--- src/rtl/rs_codeword_assembler_pkg.sv ---
// Shared RS(18,16) definitions: code geometry and the assembler state encoding.
package rs_codeword_assembler_pkg;

    localparam int unsigned RS_N            = 18;
    localparam int unsigned RS_SYMBOL_WIDTH = 8;

    typedef enum logic [1:0] {
        StIdle,
        StCollect,
        StHold,
        StDiscard
    } asm_state_e;

endpackage

--- src/rtl/rs_cw_outreg.sv ---
// Single-entry output register with valid flag feeding the syndrome stage.
module rs_cw_outreg
    import rs_codeword_assembler_pkg::*;
#(
    parameter int unsigned Width = RS_N * RS_SYMBOL_WIDTH
) (
    input  logic             clk,
    input  logic             reset,
    input  logic             load,
    input  logic [Width-1:0] load_data,
    input  logic             cw_ready,
    output logic             can_load,
    output logic             cw_valid,
    output logic [Width-1:0] cw_data
);

    logic             valid_q;
    logic [Width-1:0] data_q;

    // Free now, or freed by the handshake completing this cycle.
    assign can_load = !valid_q || cw_ready;

    // Load a new codeword or retire the current one on handshake; hold otherwise.
    always_ff @(posedge clk) begin
        if (reset) begin
            valid_q <= 1'b0;
            data_q  <= '0;
        end else if (load) begin
            valid_q <= 1'b1;
            data_q  <= load_data;
        end else if (cw_ready) begin
            valid_q <= 1'b0;
        end
    end

    assign cw_valid = valid_q;
    assign cw_data  = data_q;

endmodule

--- src/rtl/rs_codeword_assembler.sv ---
// Collects framed RS symbols into a full N-symbol codeword for the syndrome stage,
// dropping malformed frames with a one-cycle frame_err pulse.
module rs_codeword_assembler
    import rs_codeword_assembler_pkg::*;
#(
    parameter int unsigned N            = RS_N,
    parameter int unsigned SYMBOL_WIDTH = RS_SYMBOL_WIDTH
) (
    input  logic                      clk,
    input  logic                      reset,
    input  logic                      in_valid,
    output logic                      in_ready,
    input  logic [SYMBOL_WIDTH-1:0]   in_data,
    input  logic                      in_sop,
    input  logic                      in_eop,
    output logic                      cw_valid,
    input  logic                      cw_ready,
    output logic [N*SYMBOL_WIDTH-1:0] cw_data,
    output logic                      frame_err
);

    localparam int unsigned CwW  = N * SYMBOL_WIDTH;
    localparam int unsigned CntW = (N > 1) ? $clog2(N) : 1;

    asm_state_e      st_q;
    logic [CntW-1:0] cnt_q;
    logic [CwW-1:0]  buf_q;
    logic            in_ready_q;
    logic            frame_err_q;

    logic            accept;
    logic            last;
    logic            complete;
    logic            out_can_load;
    logic            out_load;
    logic [CntW-1:0] slot;
    logic [CwW-1:0]  frame;
    logic [CwW-1:0]  load_data;

    assign accept = in_valid && in_ready_q;
    assign last   = (cnt_q == CntW'(N - 1));

    // Partial frame with the incoming symbol dropped into its slot; an sop always lands in slot 0.
    always_comb begin
        slot  = (st_q == StCollect && !in_sop) ? cnt_q : '0;
        frame = buf_q;
        for (int unsigned i = 0; i < N; i++) begin
            if (slot == CntW'(i)) begin
                frame[(N - 1 - i) * SYMBOL_WIDTH +: SYMBOL_WIDTH] = in_data;
            end
        end
    end

    // Decide when the output register takes a codeword and from where.
    always_comb begin
        complete  = accept && (st_q == StCollect) && !in_sop && last && in_eop;
        out_load  = (complete && out_can_load) || ((st_q == StHold) && out_can_load);
        load_data = (st_q == StHold) ? buf_q : frame;
    end

    // Frame-parsing FSM with registered in_ready and frame_err.
    always_ff @(posedge clk) begin
        if (reset) begin
            st_q        <= StIdle;
            cnt_q       <= '0;
            buf_q       <= '0;
            in_ready_q  <= 1'b0;
            frame_err_q <= 1'b0;
        end else begin
            frame_err_q <= 1'b0;
            in_ready_q  <= 1'b1;
            unique case (st_q)
                StIdle, StDiscard: begin
                    if (accept) begin
                        if (in_sop && !in_eop) begin
                            buf_q <= frame;
                            cnt_q <= CntW'(1);
                            st_q  <= StCollect;
                        end else if (in_sop) begin
                            // A one-symbol frame can never be a full codeword.
                            frame_err_q <= 1'b1;
                            st_q        <= StIdle;
                        end else if (st_q == StIdle) begin
                            frame_err_q <= 1'b1;
                        end else if (in_eop) begin
                            st_q <= StIdle;
                        end
                    end
                end
                StCollect: begin
                    if (accept) begin
                        if (in_sop) begin
                            frame_err_q <= 1'b1;
                            if (in_eop) begin
                                cnt_q <= '0;
                                st_q  <= StIdle;
                            end else begin
                                buf_q <= frame;
                                cnt_q <= CntW'(1);
                            end
                        end else if (last) begin
                            cnt_q <= '0;
                            if (!in_eop) begin
                                frame_err_q <= 1'b1;
                                st_q        <= StDiscard;
                            end else if (out_can_load) begin
                                st_q <= StIdle;
                            end else begin
                                buf_q      <= frame;
                                st_q       <= StHold;
                                in_ready_q <= 1'b0;
                            end
                        end else if (in_eop) begin
                            frame_err_q <= 1'b1;
                            cnt_q       <= '0;
                            st_q        <= StIdle;
                        end else begin
                            buf_q <= frame;
                            cnt_q <= cnt_q + CntW'(1);
                        end
                    end
                end
                StHold: begin
                    if (out_can_load) begin
                        st_q <= StIdle;
                    end else begin
                        in_ready_q <= 1'b0;
                    end
                end
                default: st_q <= StIdle;
            endcase
        end
    end

    rs_cw_outreg #(
        .Width (CwW)
    ) u_outreg (
        .clk       (clk),
        .reset     (reset),
        .load      (out_load),
        .load_data (load_data),
        .cw_ready  (cw_ready),
        .can_load  (out_can_load),
        .cw_valid  (cw_valid),
        .cw_data   (cw_data)
    );

    assign in_ready  = in_ready_q;
    assign frame_err = frame_err_q;

endmodule

--- config.mk ---
export PLATFORM = sky130hd
export DESIGN_NAME = rs_codeword_assembler
export DESIGN_NICKNAME = d
export VERILOG_FILES = /design/src/rtl/rs_codeword_assembler_pkg.sv /design/src/rtl/rs_cw_outreg.sv /design/src/rtl/rs_codeword_assembler.sv
export SDC_FILE = /design/constraint.sdc
export NUM_CORES = 1
export LEC_CHECK = 0
export CAP_MARGIN = 20
export CELL_PAD_IN_SITES_DETAIL_PLACEMENT = 1
export CELL_PAD_IN_SITES_GLOBAL_PLACEMENT = 1
export CORE_MARGIN = 2
export CORE_UTILIZATION = 40
export DETAILED_ROUTE_END_ITERATION = 16
export PLACE_DENSITY_LB_ADDON = 0.05
export SYNTH_ARGS = -nofsm -noshare
export SYNTH_HDL_FRONTEND = slang
export SYNTH_HIERARCHICAL = 1
export SYNTH_SLANG_ARGS = --single-unit
export TNS_END_PERCENT = 20
--- constraint.sdc ---
create_clock -name clk -period 3.7 [get_ports clk]
set_input_delay 0.37 -clock clk [delete_from_list [all_inputs] [get_ports clk]]
set_output_delay 0.37 -clock clk [all_outputs]
set_load 0.01 [all_outputs]
Word-level counts from Yosys, hierarchy flattened

Index checks and enable logic that the tools add are counted.

Bits in registers: 298
Input port bits: 14
Output and inout bits: 147
Logic and storage cells: 125

Add/sub/neg operators: 1
Eq/ne operators: 28
Multiplexer cells: 67
Reductions and logical operators: 22

Operators with widths:

| cell                | number |
|---|---|
| $mux 144            | 9 |
| $pmux 144 s2        | 1 |
| $mux 8              | 18 |
| $eq 5x4->1 const B  | 8 |
| $mux 5              | 7 |
| $mux 2              | 11 |
| $eq 5x3->1 const B  | 4 |
| $mux 1              | 17 |
| $eq 5x5->1 const B  | 3 |
| $ne 4x4->1 const B  | 3 |
| $eq 5x2->1 const B  | 2 |
| $pmux 5 s2          | 1 |
| $logic_and 1x1->1   | 9 |
| $ne 2x2->1 const B  | 4 |
| $reduce_and 4->1    | 2 |
| $pmux 2 s3          | 1 |
| $reduce_and 6->1    | 1 |
| $add 5x1->5 const B | 1 |
| $eq 5x1->1 const B  | 1 |
| $logic_not 5->1     | 1 |
| $eq 2x2->1 const B  | 2 |
| $pmux 1 s2          | 2 |
| $reduce_bool 2->1   | 2 |
| $logic_not 1->1     | 3 |
| 4 further kinds     | 5 |

Logic depth before layout (Yosys ltp)

Gate-level depths: netlist (run 1).

Depth after elaboration: 11
Mapped depth: 12

Modules after synthesis

The synthesis (run 1) kept the hierarchy.

Modules (own cells, without submodules):

| module                | instances | cells each | area an instance (um^2) | seq. area each (um^2) |
|---|---|---|---|---|
| rs_codeword_assembler | 1         | 791        | 8,079.0                 | 3,062.9 |
| rs_cw_outreg          | 1         | 468        | 5,111.2                 | 2,902.8 |

Worst setup path before layout (run 1)

OpenSTA, ideal clock, no wires.

Path type: register to register
From: register st_q[1]
To: register u_outreg.data_q[104], in the netlist u_outreg/cw_data[104]
Library setup time: 117 ps
Arrival time: 2,464 ps
Path slack: 1,119 ps
Stages on the path, launching flop included: 11
Period minus slack after synthesis: 2,581 ps
Cells stage by stage: dfxtp_1 -> inv_1 -> ha_1 -> and2b_1 -> nand3b_2 -> or2_2 -> clkbuf_1 -> nor2_1 -> mux2_2 -> mux2i_1 -> nor2_1

RTL lines:

| what                   | line                        | RTL |
|---|---|---|
| from (decl)            | rs_codeword_assembler.sv:25 | `asm_state_e st_q;` |
| from (signal assigned) | rs_codeword_assembler.sv:64 | `st_q <= StIdle;` |
| from (signal assigned) | rs_codeword_assembler.sv:78 | `st_q <= StCollect;` |
| from (signal assigned) | rs_codeword_assembler.sv:82 | `st_q <= StIdle;` |
| $eq 2x1->1             | rs_codeword_assembler.sv:45 | `slot = (st_q == StCollect && !in_sop) ? cnt_q : '0;` |
| $logic_and 1x1->1      | rs_codeword_assembler.sv:45 |  |
| $mux 5                 | rs_codeword_assembler.sv:45 |  |
| $eq 5x3->1             | rs_codeword_assembler.sv:48 | `if (slot == CntW'(i)) begin` |
| $mux 8                 | rs_codeword_assembler.sv:48 |  |
| $mux 144 *             | rs_codeword_assembler.sv:58 | `load_data = (st_q == StHold) ? buf_q : frame;` |
| net load_data[104]     | rs_codeword_assembler.sv:38 | `logic [CwW-1:0] load_data;` |
| to (signal assigned)   | rs_cw_outreg.sv:30          | `data_q <= load_data;` |
| to (decl)              | rs_cw_outreg.sv:18          | `logic [Width-1:0] data_q;` |

The timed path passes the listed nets; every way through them passes the cells marked *.
A chain may end at the register's enable or synchronous reset.

Final worst setup path (run 1)

From: register st_q[1]
To: register u_outreg.data_q[76], in the netlist u_outreg/cw_data[76]

RTL lines:

| what              | line |
|---|---|
| $eq 2x1->1        | rs_codeword_assembler.sv:45 |
| $logic_and 1x1->1 | rs_codeword_assembler.sv:45 |
| $mux 5            | rs_codeword_assembler.sv:45 |
| $eq 5x4->1        | rs_codeword_assembler.sv:48 |
| $mux 8            | rs_codeword_assembler.sv:48 |
| $mux 144 *        | rs_codeword_assembler.sv:58 |
| net load_data[76] | rs_codeword_assembler.sv:38 |

Marks and branches as above.

==> results of run 1 <==
-- registers in the layout, indices dropped and copies added (netlist names) --
register and count:
buf_q 144, cnt_q 5, u_outreg/cw_data 144, frame_err 1, u_outreg/cw_valid 1, st_q 2
in_ready 1
-- through the flow --
| step | instances | power (W) |
|---|---|---|
| finish | 1869 | 0.00802 |
| global route | 1869 | 0.00833 |
| floorplan | 1259 | 0.00433 |
| CTS | 1869 | 0.00813 |
| detailed placement | 1808 | 0.00460 |
| global placement | 1807 | 0.00459 |
-- final timing paths --
path | slack, ns | end | startpoint
min | 0.35 | buf_q[61]$_SDFFE_PP0P_ | reset
max | 0.71 | u_outreg/cw_data[76]$_SDFFE_PP0P_ | st_q[1]$_SDFFE_PP0P_
max reg2reg | 0.71 | u_outreg/cw_data[76]$_SDFFE_PP0P_ | st_q[1]$_SDFFE_PP0P_
min reg2reg | 0.46 | buf_q[116]$_SDFFE_PP0P_ | buf_q[116]$_SDFFE_PP0P_
-- cells in the final DEF (no fill, tap or decap), types with 2 or more instances in the layout --
| master | instances |
|---|---|
| a21oi_1 | 6 |
| a211oi_1 | 4 |
| ha_1 | 5 |
| nand2b_1 | 7 |
| nor3_1 | 4 |
| bufinv_16 | 2 |
| clkbuf_8 | 11 |
| mux2_1 | 16 |
| buf_12 | 3 |
| clkdlybuf4s50_1 | 159 |
| a2111oi_4 | 13 |
| nor2_1 | 280 |
| nor3b_1 | 2 |
| mux2i_1 | 288 |
| mux2_2 | 128 |
| clkbuf_16 | 37 |
| nand3_1 | 4 |
| nand2_1 | 50 |
| o21ai_0 | 6 |
| xor2_1 | 2 |
| nand4_2 | 2 |
| or3_1 | 5 |
| nor3_2 | 3 |
| buf_4 | 41 |
| clkinv_2 | 5 |
| dfxtp_1 | 298 |
| or4_1 | 2 |
| inv_1 | 9 |
| a31oi_1 | 3 |
| and2_1 | 2 |
| clkbuf_1 | 6 |
-- final cells by class --
class	count	area (um2)	area share [%]
multi-input combinational	853	6720	40.8
sequential	298	5970	36.3
timing repair buffer	205	2000	12.2
clock buffer	53	1090	6.60
tap	442	553	3.36
clock inverter	8	92.6	0.563
inverter	10	37.5	0.228
-- layer usage --
metal / part of all wire (%) / vias up / GRT usage, % / wire length (um)
li1: - / 4579 / - / -
met1: 49 / 4597 / 27.6 / 16800
met2: 46 / 144 / 33.5 / 16000
met3: 3.3 / 37 / 2.82 / 1160
met4: 1.8 / 0 / 4.94 / 627
met5: 0 / - / 0 / 0
-- kinds of logic (layout without fill, tap and decap cells) --
group | after synthesis | count (layout)
AO/OA/AOI/OAI | 42 | 42
XOR/XNOR | 3 | 3
adder cells (fa/ha/maj) | 5 | 5
buffers and inverters | 108 | 276
flip-flops | 298 | 298
multiplexers | 432 | 432
AND/OR/NAND/NOR | 371 | 371
-- where the power goes --
group	total (W)	switching, W	leakage, nW	internal (W)
sequential	0.00329	0.0000334	2.40	0.00325
clock	0.00351	0.00135	0.583	0.00216
combinational	0.00123	0.000737	3.09	0.000493
-- synth_stat cells (3+ instances only) --
| library cell | count |
|---|---|
| o21ai_0 | 6 |
| or3_1 | 5 |
| clkbuf_1 | 61 |
| ha_1 | 5 |
| inv_1 | 9 |
| nand2_1 | 50 |
| nor3_2 | 3 |
| buf_2 | 16 |
| nand3_1 | 4 |
| a2111oi_4 | 13 |
| mux2_1 | 16 |
| mux2i_1 | 288 |
| nor2_1 | 281 |
| nor3_1 | 4 |
| a21oi_1 | 6 |
| dfxtp_1 | 298 |
| a31oi_1 | 3 |
| a211oi_1 | 4 |
| nand2b_1 | 7 |
| mux2_2 | 128 |
| buf_4 | 13 |
| buf_6 | 8 |
-- critical path, cell delays in order, from the launching register on --
cell	delay (ns)
dfxtp_1	0.34
inv_1	0.11
ha_1	0.32
nand2b_1	0.27
nor3b_1	0.38
nand2b_1	0.19
nor2_1	0.61
mux2_2	0.42
mux2i_1	0.16
nor2_1	0.05
==> flow_summary_export.csv, run 1 <==
group,metric,value,unit
clock_tree,cts_buffers,35,
yosys,synthSimpleGateAreaFrac,11.6,%
yosys,synthDistinctLibCells,47,
yosys,synth_area,13200,um2
global_route,grt_max_degree,193,
yosys,synth_top_area_share,45.2,%
sta,fmax,0.334,GHz
place,gp_congestion,0.835,
pwr,leakage,6.07,nW
place,dpl_cell_area,15300,um2
sta,maxSlewViolCount,0,
route,vias,9357,
sta,setup_tns,0,ns
yosys,yosysSeqAreaShare,45.2,%
sta,setup_viol,0,
status,status,"finished clean",
yosys,synth-edff-count,0,
yosys,synthFlopType,"dfxtp_1",
cells_and_area,drive_above_1_share,17.9,%
cells_and_area,post-route-util,50.6,%
clock_tree,post_cts_buffers,0,
clock_tree,cts.sink_count,298,
yosys,synth_warnings,6,
route,ant_nets,0,
critical_path,end_kind,"flop",
pwr,peakVddDrop,0.596,mV
yosys,synthMuxAreaShare,34.1,%
sta,fin_crit,2.99,ns
floorplan,fp-row-count,66,
clock_tree,cts-resized-gates,0,
clock_tree,cts_tree,"built",
floorplan,io_pins,161,
clock_tree,cts_hold_buf,0,
yosys,synth_largest_area_cell,"dfxtp_1",
hold_path,whs_path_depth,2,
global_route,antenna_found_initial,0,
floorplan,dieArea,34400,um2
global_route,overflow,0,
clock_tree,clkSlewWorstSetupHoldPaths,0.06,ns
clock_tree,cts.htree.levels,2,
clock_tree,clock-root-buffer,"clkbuf_16",
yosys,synth_adder_area_share,0.474,%
yosys,syn-num-nets,1278,
critical_path,crit_fanout,10,
sta,maxSlewHeadroom,33.3,%
global_route,track_usage,20.2,%
route,initialDrtViolationCount,374,
place,post-place-ws,0.417,ns
yosys,ys_ff_latch,298,
cells_and_area,area_growth,24.7,%
yosys,synth_top_family_by_area,"multiplexers",
critical_path,arrival,3.37,ns
route,drt_wl_total,34.6,mm
cells_and_area,n_fill_cell,3557,
run,drv_cap,0,
cells_and_area,postLayoutCellArea,16500,um2
route,dr.pass1.iters,4,
yosys,syn_inst,1259,
clock_tree,clkLatencyLatePin,0.51,ns
cells_and_area,antennaDiodeCount,0,
global_route,grt_pass1_wl,54.5,mm
critical_path,worst_r2r_path_depth,9,
hold_path,holdCritPathClass,"input pin to flop",
sta,hold_viol,0,
floorplan,start_util,40.5,%
floorplan,die_y,186,um
sta,period_share,80.8,%
yosys,synth.area.top_cells,"dfxtp_1 (45%), mux2i_1 (22%), mux2_2 (11%)",
floorplan,coreArea,32500,um2
pwr,pwr_density_cell,488,nW/um2
cells_and_area,finalNetCount,1422,
critical_path,crit_type,"flop to flop",
place,dpl.hpwl,21.7,mm
sta,rsz0062_at_grt,"no",
yosys,synth_xor_area_share,0.199,%
sta,fin_skew,0.00735,ns
sta,finalWorstSetupSlack,0.709,ns
floorplan,die_w,186,um
yosys,syn_avg_cell_area,10.5,um2
place,port_buffers,160,
route,wl_per_cell,18.5,um
critical_path,worstSetupStartpointType,"flop",
yosys,synth_compound_area_share,4.30,%
sta,tightest_slew,0.998,ns
yosys,synthArstFlopShare,0,%
route,via_per_inst,5.01,
route,drc,0,
clock_tree,clockBufferDepth,3,
global_route,grt_pass1_vias,9705,
sta,holdWs,0.345,ns
critical_path,crit_required,4.08,ns
Note: power is estimated with default switching activity, not from simulation.
==> run 2, diff against run 1 <==
- clock period: 3.7 -> 2.9 ns (I/O delays scaled with it)
==> run 2 against run 1 <==
Combinational power grew 41%; die area unchanged; worst setup slack got worse by 0.47 ns; routed wire length up 1.0%; critical path type unchanged; critical endpoint is now buf_q[43]$_SDFFE_PP0P_; largest cell class unchanged; largest power group unchanged; highest routed layer unchanged.
==> flow_summary_export.csv, run 2 (synthesized netlist as in run 1, its figures left out) <==
group,metric,value,unit
status,status,"finished clean",
sta,hold_viol,0,
critical_path,crit_buf_inv,4,
critical_path,critical-path-top-delay-family,"buffers and inverters",
cells_and_area,post-route-util,51.3,%
cells_and_area,final_common_cell,"dfxtp_1",
route,via_per_inst,5.00,
place,port_buffers,160,
clock_tree,cts.htree.levels,2,
floorplan,coreArea,32500,um2
clock_tree,clock-root-buffer,"clkbuf_16",
hold_path,holdCritPathClass,"input pin to flop",
pwr,peakVddDrop,0.390,mV
cells_and_area,drive_above_1_share,19.6,%
critical_path,cp_slowest_cell,"ha_1",
floorplan,dieArea,34400,um2
cells_and_area,layoutNonFillerInstCount,1896,
sta,maxSlewViolCount,0,
critical_path,crit_start,"st_q[1]$_SDFFE_PP0P_",
route,drt_wl_total,35.0,mm
sta,rsz0062_at_grt,"no",
global_route,track_usage,20.3,%
clock_tree,clkSlewWorstSetupHoldPaths,0.06,ns
critical_path,arrival,3.03,ns
hold_path,min_from,"reset",
cells_and_area,postLayoutCellArea,16700,um2
clock_tree,post_cts_buffers,0,
floorplan,fp-row-count,66,
critical_path,max_stage_delay,0.40,ns
sta,tightest_slew,0.803,ns
route,initialDrtViolationCount,477,
critical_path,crit_type,"flop to flop",
place,dpl.hpwl,21.8,mm
place,dp.cells,1834,
route,wl_per_cell,18.4,um
critical_path,r2r-start,"st_q[1]$_SDFFE_PP0P_",
place,dpl_cell_area,15500,um2
route,dr.pass1.iters,4,
cells_and_area,antennaDiodeCount,0,
route,ant_nets,0,
global_route,grt_pass1_vias,9798,
critical_path,crit_required,3.27,ns
sta,setup_viol,0,
global_route,antenna_found_initial,0,
route,vias,9481,
place,gp_congestion,0.826,
sta,maxSlewHeadroom,46.5,%
floorplan,io_pins,161,
floorplan,die_w,186,um
sta,period_share,91.9,%
route,drc,0,
critical_path,crit_chain,"inv_1 > ha_1 > nor3b_2 > buf_4 > o21bai_4 > buf_4 > a2111oi_4 > buf_4 > mux2i_1 > nor2_1",
sta,fin_skew,0.0140,ns
sta,holdWs,0.278,ns
route,wl_met2,16.7,mm
global_route,overflow,0,
cells_and_area,final_cell_mix,"dfxtp_1 (298), mux2i_1 (288), nor2_1 (280)",
critical_path,worstSetupStartpointType,"flop",
sta,fmax,0.375,GHz
run,drv_cap,0,
cells_and_area,finalNetCount,1448,
sta,fin_crit,2.66,ns
critical_path,crit_fanout,14,
clock_tree,clockBufferDepth,3,
route,wl_met3,1.17,mm
critical_path,crit_top_cell,"buf_4",
floorplan,die_y,186,um
sta,setup_tns,0,ns
clock_tree,cts_buffers,35,
route,highest-signal-layer,"met4",
pwr,leakage,6.21,nW
critical_path,end_kind,"flop",
global_route,grt_pass1_wl,55.0,mm
pwr,pwr_density_cell,621,nW/um2
global_route,grt_max_degree,162,
floorplan,start_util,40.5,%
clock_tree,clkLatencyLatePin,0.51,ns
clock_tree,cts_tree,"built",
cells_and_area,area_growth,26.6,%
route,wl_met1,16.6,mm
clock_tree,cts.sink_count,298,
## run 2: cell count changes in the layout (fill, tap and decap cells not counted), moves of 2 or more
cell | previous run | this run
buf_4 | 41 | 61
buf_12 | 3 | 9
clkbuf_16 | 37 | 35
clkinv_2 | 5 | 7
## run 2: through the flow
step,total power (W),worst slack [ns]
finish,0.0104,0.236
global route,0.0108,0.0203
CTS,0.0105,0.145
detailed placement,0.00602,0.112
global placement,0.00601,0.123
floorplan,0.00553,0.319
## run 2: path summary, 6_finish.rpt
path | to | slack (ns) | depth (start not counted)
worst max-delay path | buf_q[43]$_SDFFE_PP0P_ | 0.24 | 10
worst min-delay path | buf_q[45]$_SDFFE_PP0P_ | 0.28 | 2
worst max register to register | buf_q[43]$_SDFFE_PP0P_ | 0.24 | 10
worst min register to register | buf_q[76]$_SDFFE_PP0P_ | 0.46 | 2
## run 2: where the power goes
group          internal, W  switching [W]  total (W)
combinational     0.000746       0.000985    0.00173
sequential         0.00415      0.0000410    0.00419
clock              0.00272        0.00172    0.00444
## run 2: layout make-up
type / count / area, um2
Sequential cell: 298 / 5970
Tap cell: 442 / 553
Clock inverter: 12 / 141
Timing Repair Buffer: 231 / 2250
Clock buffer: 50 / 1020
Fill cell: 3541 / 15800
Multi-Input combinational cell: 853 / 6720
Inverter: 10 / 37.5
## run 2: metal layers
metal,vias to the layer above,GRT usage (%)
li1,4632,-
met1,4664,27.4
met2,143,34.5
met3,42,3.11
met4,0,4.13
met5,-,0
## run 2: repair_timing
| action | 4_1_cts | 5_1_grt |
|---|---|---|
| hold buffers | 0 | 0 |
| endpoints found under the setup margin | 0 | 44 |
| hold endpoints to repair | 0 | 0 |
| resized for setup | 0 | 3 |
==> run 3, diff against run 2 <==
- REMOVE_ABC_BUFFERS: unset -> 1
- SKIP_LAST_GASP: unset -> 1
- clock period: 2.9 -> 3.28 ns (I/O delays scaled with it)
==> run 3 against run 2 <==
Routed wire length shrank 3.1%; via count shrank 0.81%; core utilization shrank 0.80 points; critical path depth shrank 3; clock-buffer cell count grew 6; clock skew shrank 0.0024 ns; critical path type unchanged; sequential share of layout area grew 0.57 points; non-clock buffer count shrank 21; sequential cell count is the same; highest routed layer unchanged; critical endpoint is now buf_q[6]$_SDFFE_PP0P_.
==> flow_summary_export.csv, run 3 (synthesized netlist as in run 1, its figures left out) <==
group,metric,value,unit
status,status,"finished clean",
hold_path,holdCritPathClass,"input pin to flop",
sta,setup_viol,0,
floorplan,start_util,40.5,%
route,initialDrtViolationCount,291,
pwr,p_sw,0.00240,W
place,port_buffers,160,
critical_path,crit_fanout,16,
critical_path,arrival,3.33,ns
cells_and_area,multi_input_area,6720,um2
clock_tree,clkSlewWorstSetupHoldPaths,0.06,ns
sta,hold_viol,0,
pwr,power_frac_clock,43.6,%
sta,fmax,0.338,GHz
pwr,total_power,0.00902,W
sta,tightest_slew,1.04,ns
route,wl_per_cell,18.0,um
critical_path,worstSetupStartpointType,"flop",
global_route,antenna_found_initial,0,
sta,rsz0062_at_grt,"no",
sta,fin_crit,2.96,ns
sta,setup_tns,0,ns
clock_tree,clock-root-buffer,"clkbuf_16",
global_route,grt_pass1_wl,54.2,mm
clock_tree,post_cts_buffers,0,
floorplan,io_pins,161,
global_route,grt_pass1_vias,9850,
pwr,sw_frac_of_total,26.6,%
global_route,track_usage,19.9,%
floorplan,dieArea,34400,um2
pwr,pwr_density_cell,549,nW/um2
route,drt_wl_total,33.9,mm
cells_and_area,antennaDiodeCount,0,
global_route,grt_max_degree,141,
pwr,leakage,6.06,nW
route,vias,9404,
clock_tree,cts.sink_count,298,
global_route,overflow,0,
cells_and_area,final_common_cell,"dfxtp_1",
place,gp_congestion,0.803,
pwr,peakVddDrop,0.336,mV
floorplan,coreArea,32500,um2
cells_and_area,finalNetCount,1428,
route,ant_nets,0,
place,dpl_cell_area,15300,um2
route,dr.pass1.iters,4,
cells_and_area,n_fill_cell,3572,
clock_tree,cts_hold_buf,0,
cells_and_area,post-route-util,50.5,%
critical_path,crit_required,3.65,ns
cells_and_area,drive_above_1_share,18.0,%
clock_tree,clockBufferDepth,3,
pwr,internal_power,0.00662,W
sta,holdWs,0.245,ns
clock_tree,cts_buffers,36,
cells_and_area,postLayoutCellArea,16400,um2
floorplan,fp-row-count,66,
run,drv_cap,0,
sta,maxSlewHeadroom,30.5,%
clock_tree,cts-resized-gates,0,
floorplan,die_y,186,um
place,dpl.hpwl,20.9,mm
sta,maxSlewViolCount,0,
cells_and_area,area_growth,24.6,%
route,drc,0,
sta,period_share,90.2,%
sta,fin_skew,0.0116,ns
pwr,p_seq_share,41.1,%
clock_tree,clkLatencyLatePin,0.51,ns
cells_and_area,final_cell_mix,"dfxtp_1 (298), mux2i_1 (288), nor2_1 (280)",
critical_path,end_kind,"flop",
clock_tree,cts.htree.levels,2,
clock_tree,cts_tree,"built",
floorplan,die_w,186,um
critical_path,crit_type,"flop to flop",
route,via_per_inst,5.01,
pwr,p_comb_share,15.3,%
cells_and_area,seqCellArea,5970,um2
-- run 3: cell types whose count changed in the layout (fill, tap and decap cells not counted), moves of 2 or more --
cell	delta
clkdlybuf4s50_1	-3
clkinv_2	-5
buf_2	+3
clkbuf_1	+10
clkbuf_16	+2
clkbuf_8	-6
buf_12	-6
buf_4	-14
-- run 3: critical path: stages, from the launching register on --
cell and delay (ns):
dfxtp_1 0.45, inv_1 0.10, ha_1 0.20, and4bb_1 0.30
a31oi_4 0.87, a2111o_1 0.59, mux2i_1 0.24, nor2_1 0.05
-- run 3: power groups by stage --
stage	clock, W	sequential, W	combinational [W]
2_1_floorplan	0	0.00377	0.000928
3_3_place_gp	0	0.00378	0.00138
3_5_place_dp	0	0.00378	0.00140
4_1_cts	0.00405	0.00370	0.00140
5_1_grt	0.00419	0.00371	0.00147
6_report	0.00393	0.00370	0.00138
-- run 3: stage by stage --
step	cells	setup slack, ns
global route	1878	0.0764
finish	1878	0.320
CTS	1878	0.328
detailed placement	1813	0.302
global placement	1813	0.312
floorplan	1161	-7.16
-- run 3: area by class of cell --
| cell class | count | area share, % |
|---|---|---|
| multi-input combinational | 853 | 40.9 |
| inverter | 10 | 0.228 |
| timing repair buffer | 210 | 12.2 |
| sequential | 298 | 36.3 |
| clock inverter | 9 | 0.807 |
| tap | 442 | 3.36 |
| clock buffer | 56 | 6.25 |
-- run 3: final timing paths --
check,from,end,slack [ns],cells after the start
max,cnt_q[1]$_SDFFE_PP0P_,buf_q[6]$_SDFFE_PP0P_,0.32,7
min reg2reg,buf_q[75]$_SDFFE_PP0P_,buf_q[75]$_SDFFE_PP0P_,0.46,2
max reg2reg,cnt_q[1]$_SDFFE_PP0P_,buf_q[6]$_SDFFE_PP0P_,0.32,7
min,reset,u_outreg/cw_data[91]$_SDFFE_PP0P_,0.25,2
-- run 3: layer usage --
metal	GRT usage (%)	vias to the layer above	wire (um)
met5	0	-	0
met4	4.66	0	540
met3	2.62	44	1040
met2	33.1	143	15800
met1	27.3	4620	16500
li1	-	4597	-
